## config.mk

```make
export PLATFORM = sky130hd
export DESIGN_NAME = register_writeback
export DESIGN_NICKNAME = d
export VERILOG_FILES = /design/src/rtl/register_writeback.sv
export SDC_FILE = /design/constraint.sdc
export NUM_CORES = 1
export LEC_CHECK = 0
export CAP_MARGIN = 20
export CORE_MARGIN = 5
export CORE_UTILIZATION = 45
export DETAILED_ROUTE_END_ITERATION = 7
export GPL_ROUTABILITY_DRIVEN = 0
export PLACE_DENSITY_LB_ADDON = 0.25
export SETUP_SLACK_MARGIN = 0.2
export SLEW_MARGIN = 0
export SYNTH_ARGS = -nofsm -noshare
export SYNTH_HDL_FRONTEND = slang
export SYNTH_SLANG_ARGS = --single-unit
```

## constraint.sdc

```tcl
create_clock -name clk -period 2.35 [get_ports clk]
set_input_delay 0.47 -clock clk [delete_from_list [all_inputs] [get_ports clk]]
set_output_delay 0.47 -clock clk [all_outputs]
set_load 0.005 [all_outputs]
```

## src/rtl/register_writeback.sv

```systemverilog
// rtl/register_writeback.sv - 8-entry register file fed by a 2-deep in-order write queue
// Optional empty-queue bypass: define REGISTER_WRITEBACK_BYPASS_EN.
module register_writeback #(
  parameter int WIDTH = 16
) (
  input  logic             clk,
  input  logic             reset_n,
  input  logic             wr_valid,
  output logic             wr_ready,
  input  logic [2:0]       writenum,
  input  logic [WIDTH-1:0] data_in,
  output logic [WIDTH-1:0] reg0,
  output logic [WIDTH-1:0] reg1,
  output logic [WIDTH-1:0] reg2,
  output logic [WIDTH-1:0] reg3,
  output logic [WIDTH-1:0] reg4,
  output logic [WIDTH-1:0] reg5,
  output logic [WIDTH-1:0] reg6,
  output logic [WIDTH-1:0] reg7,
  output logic [7:0]       pending,
  output logic             busy
);

  logic [WIDTH-1:0] rf     [8];
  logic [2:0]       q_num  [2];
  logic [WIDTH-1:0] q_data [2];
  logic [1:0]       count;

  logic [2:0]       n_num  [2];
  logic [WIDTH-1:0] n_data [2];
  logic [1:0]       n_count;

  logic accept;
  logic retire;
  logic bypass;
  logic enqueue;

  assign wr_ready = reset_n && (count != 2'd2);
  assign accept   = wr_valid && wr_ready;
  assign retire   = (count != 2'd0);

`ifdef REGISTER_WRITEBACK_BYPASS_EN
  // An accept into an empty queue skips the queue and lands in the file directly.
  assign bypass = accept && (count == 2'd0);
`else
  assign bypass = 1'b0;
`endif

  assign enqueue = accept && !bypass;

  // Next queue state: pop the head first, then append the new write behind whatever remains.
  always_comb begin
    n_num   = q_num;
    n_data  = q_data;
    n_count = count;
    if (retire) begin
      n_num[0]  = q_num[1];
      n_data[0] = q_data[1];
      n_count   = count - 2'd1;
    end
    if (enqueue) begin
      n_num[n_count[0]]  = writenum;
      n_data[n_count[0]] = data_in;
      n_count            = n_count + 2'd1;
    end
  end

  // Queue storage and occupancy; reset drops any queued writes.
  always_ff @(posedge clk or negedge reset_n) begin
    if (!reset_n) begin
      count     <= 2'd0;
      q_num[0]  <= 3'd0;
      q_num[1]  <= 3'd0;
      q_data[0] <= '0;
      q_data[1] <= '0;
    end else begin
      count  <= n_count;
      q_num  <= n_num;
      q_data <= n_data;
    end
  end

  // Register file: only the retiring head (or a bypassed write) modifies it.
  always_ff @(posedge clk or negedge reset_n) begin
    if (!reset_n) begin
      for (int i = 0; i < 8; i++) begin
        rf[i] <= '0;
      end
    end else begin
      if (retire) begin
        rf[q_num[0]] <= q_data[0];
      end
      if (bypass) begin
        rf[writenum] <= data_in;
      end
    end
  end

  // Pending mask reflects only the live queue entries.
  always_comb begin
    pending = 8'd0;
    if (count != 2'd0) begin
      pending[q_num[0]] = 1'b1;
    end
    if (count == 2'd2) begin
      pending[q_num[1]] = 1'b1;
    end
  end

  assign busy = (count != 2'd0);

  assign reg0 = rf[0];
  assign reg1 = rf[1];
  assign reg2 = rf[2];
  assign reg3 = rf[3];
  assign reg4 = rf[4];
  assign reg5 = rf[5];
  assign reg6 = rf[6];
  assign reg7 = rf[7];

endmodule

```

Yosys cells after proc, flatten, opt, wreduce, memory -nomap -nowiden
Index checks and enable logic that the tools add are counted.
- word-level logic and storage cells: 56
- bits of input ports: 22
- register bits: 168
- reduce and logical (&&, ||, !) cells: 7
- add/sub/neg operators: 2
- eq/ne operators: 2
- bitwise gates (word level): 3
- magnitude comparators: 8
- mux-type cells: 21
- operators by type and width (operator ; count):
    bitwise mux 128 bit ; 1
    demux 16 bit (select 3 bit) ; 1
    2-to-1 mux 16 bit ; 3
    bitwise mux 32 bit ; 1
    2-to-1 mux 32 bit ; 1
    demux 16 bit (select 1 bit) ; 1
    2-to-1 mux 8 bit ; 2
    < comparator 3 x 4 -> 1 bit (second input constant) ; 2
    bitwise OR 8 bit ; 1
    bitwise mux 6 bit ; 1
    demux 1 bit (select 3 bit) ; 2
    greater-or-equal comparator 3 x 1 -> 1 bit (second input constant) ; 2
    logical AND 1 bit ; 6
    2-to-1 mux 3 bit ; 2
    2-to-1 mux 6 bit ; 1
    greater-or-equal comparator 4 bit (second input constant) ; 1
    < comparator 4 x 1 -> 1 bit (second input constant) ; 1
    2-to-1 mux 2 bit ; 2
    NOT 3 -> 4 bit ; 1
    demux 3 bit (select 1 bit) ; 1
    adder 2 x 1 -> 2 bit (second input constant) ; 1
    == test 2 bit (second input constant) ; 1
    greater-or-equal comparator 2 bit (second input constant) ; 1
    < comparator 2 x 1 -> 1 bit (second input constant) ; 1
    other kinds (5) ; 6

Logic depth before layout (Yosys ltp)
- depth after elaboration: 9
- depth in mapped cells: 7

Least setup slack after synthesis
OpenSTA, ideal clock, no wires.
- path type: flip-flop to flip-flop
- from: register count[0]
- to: register q_data[10] in the netlist's numbering
- path buffers: 3
- setup slack: 0.070 ns
- setup time: 0.125 ns
- stages on the path, launching flop included: 8
- data arrival time: 2.155 ns
- clock period less this slack: 2.280 ns
- cell sequence: dfrtp_1 -> nand2b_1 -> and3_1 -> clkbuf_1 -> ha_1 -> clkbuf_1 -> clkbuf_1 -> mux2_2
- longest elaborated chain between the ends: 8
- RTL lines (item ; RTL line ; RTL):
    start: declaration ; 27 ; logic [1:0] count;
    start signal: assignment ; 77 ; count <= n_count;
    subtractor 2 x 1 -> 2 bit / nonzero test 2 bit (equally long branches) ; 59, 40 ;
    2-to-1 mux 2 bit ; 56 ; if (retire) begin
    NOT 1 -> 2 bit (not written as such) ; 63 ; n_data[n_count[0]] = data_in;
    greater-or-equal comparator 2 bit (not written as such) / < comparator 2 x 1 -> 1 bit (equally long branches) ; 63 ;
    logical AND 1 bit (not written as such) ; 63 ;
    2-to-1 mux 16 bit (not written as such) ; 63 ;
    demux 16 bit (select 1 bit) ; 63 ;
    bitwise mux 32 bit ; 63 ;
    end signal: assignment ; 79 ; q_data <= n_data;
    end: declaration ; 26 ; logic [WIDTH-1:0] q_data [2];
Several ways; a longest one is shown, not always the timed one.
A chain may end at the register's enable or synchronous reset.

Final worst setup path
- from: register q_num[4] in the netlist's numbering
- to: output pending[0]
- longest elaborated chain between the ends: 7
- RTL lines (item ; RTL line ; RTL):
    start: declaration ; 25 ; logic [2:0] q_num [2];
    start signal: assignment ; 78 ; q_num <= n_num;
    < comparator 3 x 4 -> 1 bit (not written as such) / greater-or-equal comparator 3 x 1 -> 1 bit (equally long branches) ; 103 ; pending[q_num[0]] = 1'b1;
    logical AND 1 bit (not written as such) ; 103 ;
    2-to-1 mux 1 bit (not written as such) ; 103 ;
    demux 1 bit (select 3 bit) * ; 103 ;
    2-to-1 mux 8 bit * ; 102 ; if (count != 2'd0) begin
    bitwise OR 8 bit (no line) ; -- ;
    2-to-1 mux 8 bit * ; 105 ; if (count == 2'd2) begin
    end: declaration ; 20 ; output logic [7:0] pending,
Every way passes the cells marked *; elsewhere a longest branch is shown, timed or not.

==> qor.csv <==
stage,metric,value,unit
timing,hold_ws,214,ps
clock_tree,cts-root-buf,clkbuf_16,
power,power_density,937,mW/mm²
route,drt_first_pass_iters,4,
logic_synthesis,yosysSeqAreaShare,62.9,%
clock_tree,cts_tree,done,
worst_setup_path,endpoint_kind,output pin,
route,drc_errors,0,
worst_setup_path,cp.arrival,1690,ps
logic_synthesis,synthTopCellsByArea,"dfrtp_1 (63%), mux2_2 (23%), mux2i_1 (2.8%), mux2_4 (2.0%), nand4_1 (1.8%)",
route,via_per_inst,5.28,
place,port_buffers,159,
worst_setup_path,cp_num_buf_inv,1,
layout,num_antenna_cells,0,
worst_setup_path,critical_path_class,reg -> out,
power,ir_drop,513,µV
logic_synthesis,synth.avg_cell_area,15.6,µm²
floorplanning,core,0.0145,mm²
job,maxCapViolCount,0,
logic_synthesis,synthCells,429,
worst_setup_path,required,1880,ps
min_path,hold_class,in -> async,
logic_synthesis,synth-async-reset-ratio,100,%
grt,met3_usage,4.58,%
grt,grt_pass1_wl,25900,µm
worst_setup_path,cp_cell_sequence,"or4_4, o31ai_1, buf_2",
clock_tree,htree_levels,4,
timing,slew_viol_final,0,
clock_tree,clock_path_buffers,2,
worst_setup_path,crit_start,q_num[4],
logic_synthesis,ys_ff_latch,168,
clock_tree,clk_pin_slew,60,ps
floorplanning,die_area,0.0174,mm²
logic_synthesis,synth_nets,452,
timing,hold_viol,0,
clock_tree,clock_sinks,168,
timing,finalSetupViolations,0,
worst_setup_path,cp_slowest_cell,or4_4,
logic_synthesis,ys.flop_type,dfrtp_1,
timing,layout_min_cycle_time,2160,ps
place,hpwl,11200,µm
timing,rsz0062_at_grt,yes,
logic_synthesis,synthDistinctLibCells,27,
logic_synthesis,ys_warn_count,0,
logic_synthesis,yosysTopAreaCellShare,62.9,%
route,via_count,4247,
clock_tree,ctsHoldBuffers,0,
layout,fillers,1123,
grt,grt_busiest_layer,met2,
worst_setup_path,worst-path-max-fanout,4,
layout,nNetsFinal,632,
worst_setup_path,cpPeakStageDelay,550,ps
worst_setup_path,rr_startpoint,count[1],
grt,grt_max_degree,188,
worst_setup_path,cp-start-kind,flip-flop,
grt,antenna_found_initial,0,
grt,grt_pass1_vias,4484,
logic_synthesis,synth_top_area_cell,dfrtp_1,
timing,tns,0,ps
timing,finalCritPeriodShare,91.7,%
route,wl,16200,µm
layout,area.growth.synth_to_final,37.0,%
grt,overflow,0,
grt,grt_usage,18.9,%
floorplanning,die_w,132,µm
logic_synthesis,synth_area,0.00669,mm²
floorplanning,die_h,132,µm
timing,finalClockSkew,3.71,ps
route,wire_per_inst,20.2,µm
clock_tree,insertion_delay,420,ps
floorplanning,io_pins,160,
timing,worst_slew_pin_slew,936,ps
timing,fmax,464,MHz
grt,use_met1,24.1,%
worst_setup_path,crit_family,simple AND/OR/NAND/NOR gates,
grt,use_met2,31.9,%
route,dr.first_iter.drc_count,228,
clock_tree,numCtsBuffers,17,
timing,maxSlewHeadroom,37.6,%
floorplanning,start_util,46.0,%
floorplanning,row_count,44,
route,ant_nets,0,
outcome,status,"finished, final reports clean",
power,p_leak,4.29,nW
logic_synthesis,synth-edff-count,0,
layout,layout-drive-gt1-share,37.2,%
[logic make-up (layout without fill, tap and decap cells)]
logic type,Yosys count,count (layout),share of synthesized area [%]
buffers and inverters,26,218,2.38
and+or+nand+nor,40,40,4.12
DFF,168,168,62.9
muxes,166,166,28.1
adders and majority gates,1,1,0.187
AOI/OAI and AO/OA,28,28,2.38
[cells in the mapped netlist (all sizes together) (2+ instances only)]
library cell / number
buf: 14
o22ai: 2
nor3: 3
o31ai: 2
dfrtp: 168
nand2b: 6
and2: 2
clkbuf: 10
inv: 2
nand4: 19
mux2i: 19
nand2: 3
mux2: 147
o21ai: 21
o21bai: 3
nor2: 3
[cell usage in the layout (no fill, tap or decap), drive strengths merged, types with 2 or more instances in the layout]
| master | instances |
|---|---|
| nor3 | 3 |
| nor2 | 3 |
| o21ai | 21 |
| clkinvlp | 2 |
| clkinv | 5 |
| clkdlybuf4s50 | 148 |
| inv | 2 |
| dfrtp | 168 |
| clkbuf | 24 |
| buf | 32 |
| nand4 | 19 |
| and2 | 2 |
| mux2 | 147 |
| o22ai | 2 |
| dlygate4sd2 | 4 |
| nand2b | 6 |
| o21bai | 3 |
| mux2i | 19 |
| o31ai | 2 |
| nand2 | 3 |
[repair_timing]
item / CTS / global route
resized for setup: 34 / 15
gates cloned: 1 / 0
buffers inserted: 3 / 5
pin swaps: 1 / 2
endpoints found under the setup margin: 10 / 8
hold endpoints to repair: 0 / 0
[stage by stage]
step	instances	power, mW	instance area, µm²	utilization (%)	setup WS (ps)
3_5_place_dp	765	6.03	8500	58.5	192
4_1_cts	800	8.67	9130	62.8	78.0
3_3_place_gp	765	5.95	8500	58.5	240
2_1_floorplan	429	4.52	6690	-	336
5_1_grt	805	8.97	9160	63.0	133
6_report	805	8.59	9160	63.0	194
[area by class of cell]
type                       instances  area, µm²  area share, %
clock inverter                     8       70.1          0.765
multi-input combinational        235       2370           25.9
clock buffer                      23        498           5.44
sequential                       168       4210           45.9
inverter                           2       7.51         0.0819
tap                              184        230           2.51
timing repair buffer             185       1780           19.4
[sequential cells by signal, summed over array words and instances (netlist names)]
signal / cells
reg7: 16
q_num: 6
count: 2
reg6: 16
reg4: 16
reg2: 16
reg1: 16
reg3: 16
q_data: 32
reg0: 16
reg5: 16
[layer usage]
| metal | routed length (µm) | part of all wire, % |
|---|---|---|
| met3 | 729 | 4.5 |
| met2 | 8480 | 52 |
| met1 | 6830 | 42 |
| met5 | 0 | 0 |
| met4 | 210 | 1.3 |
[worst paths after layout]
| check | endpoint | slack, ps | cells after the start |
|---|---|---|---|
| min in group clk | count[0] | 500 | 3 |
| max in group asynchronous | count[1] | 1420 | 2 |
| worst max register to register | q_data[5] | 480 | 7 |
| worst min register to register | reg0[4] | 500 | 1 |
| worst max-delay path | pending[0] | 190 | 3 |
| worst min-delay path | q_data[1] | 210 | 2 |
[power by group]
part	total [mW]	internal, mW	switching [mW]
Clock	2.65	1.58	1.06
Sequential	3.90	3.49	0.414
Combinational	2.04	1.44	0.595
Note: power is estimated with default switching activity, not from simulation.
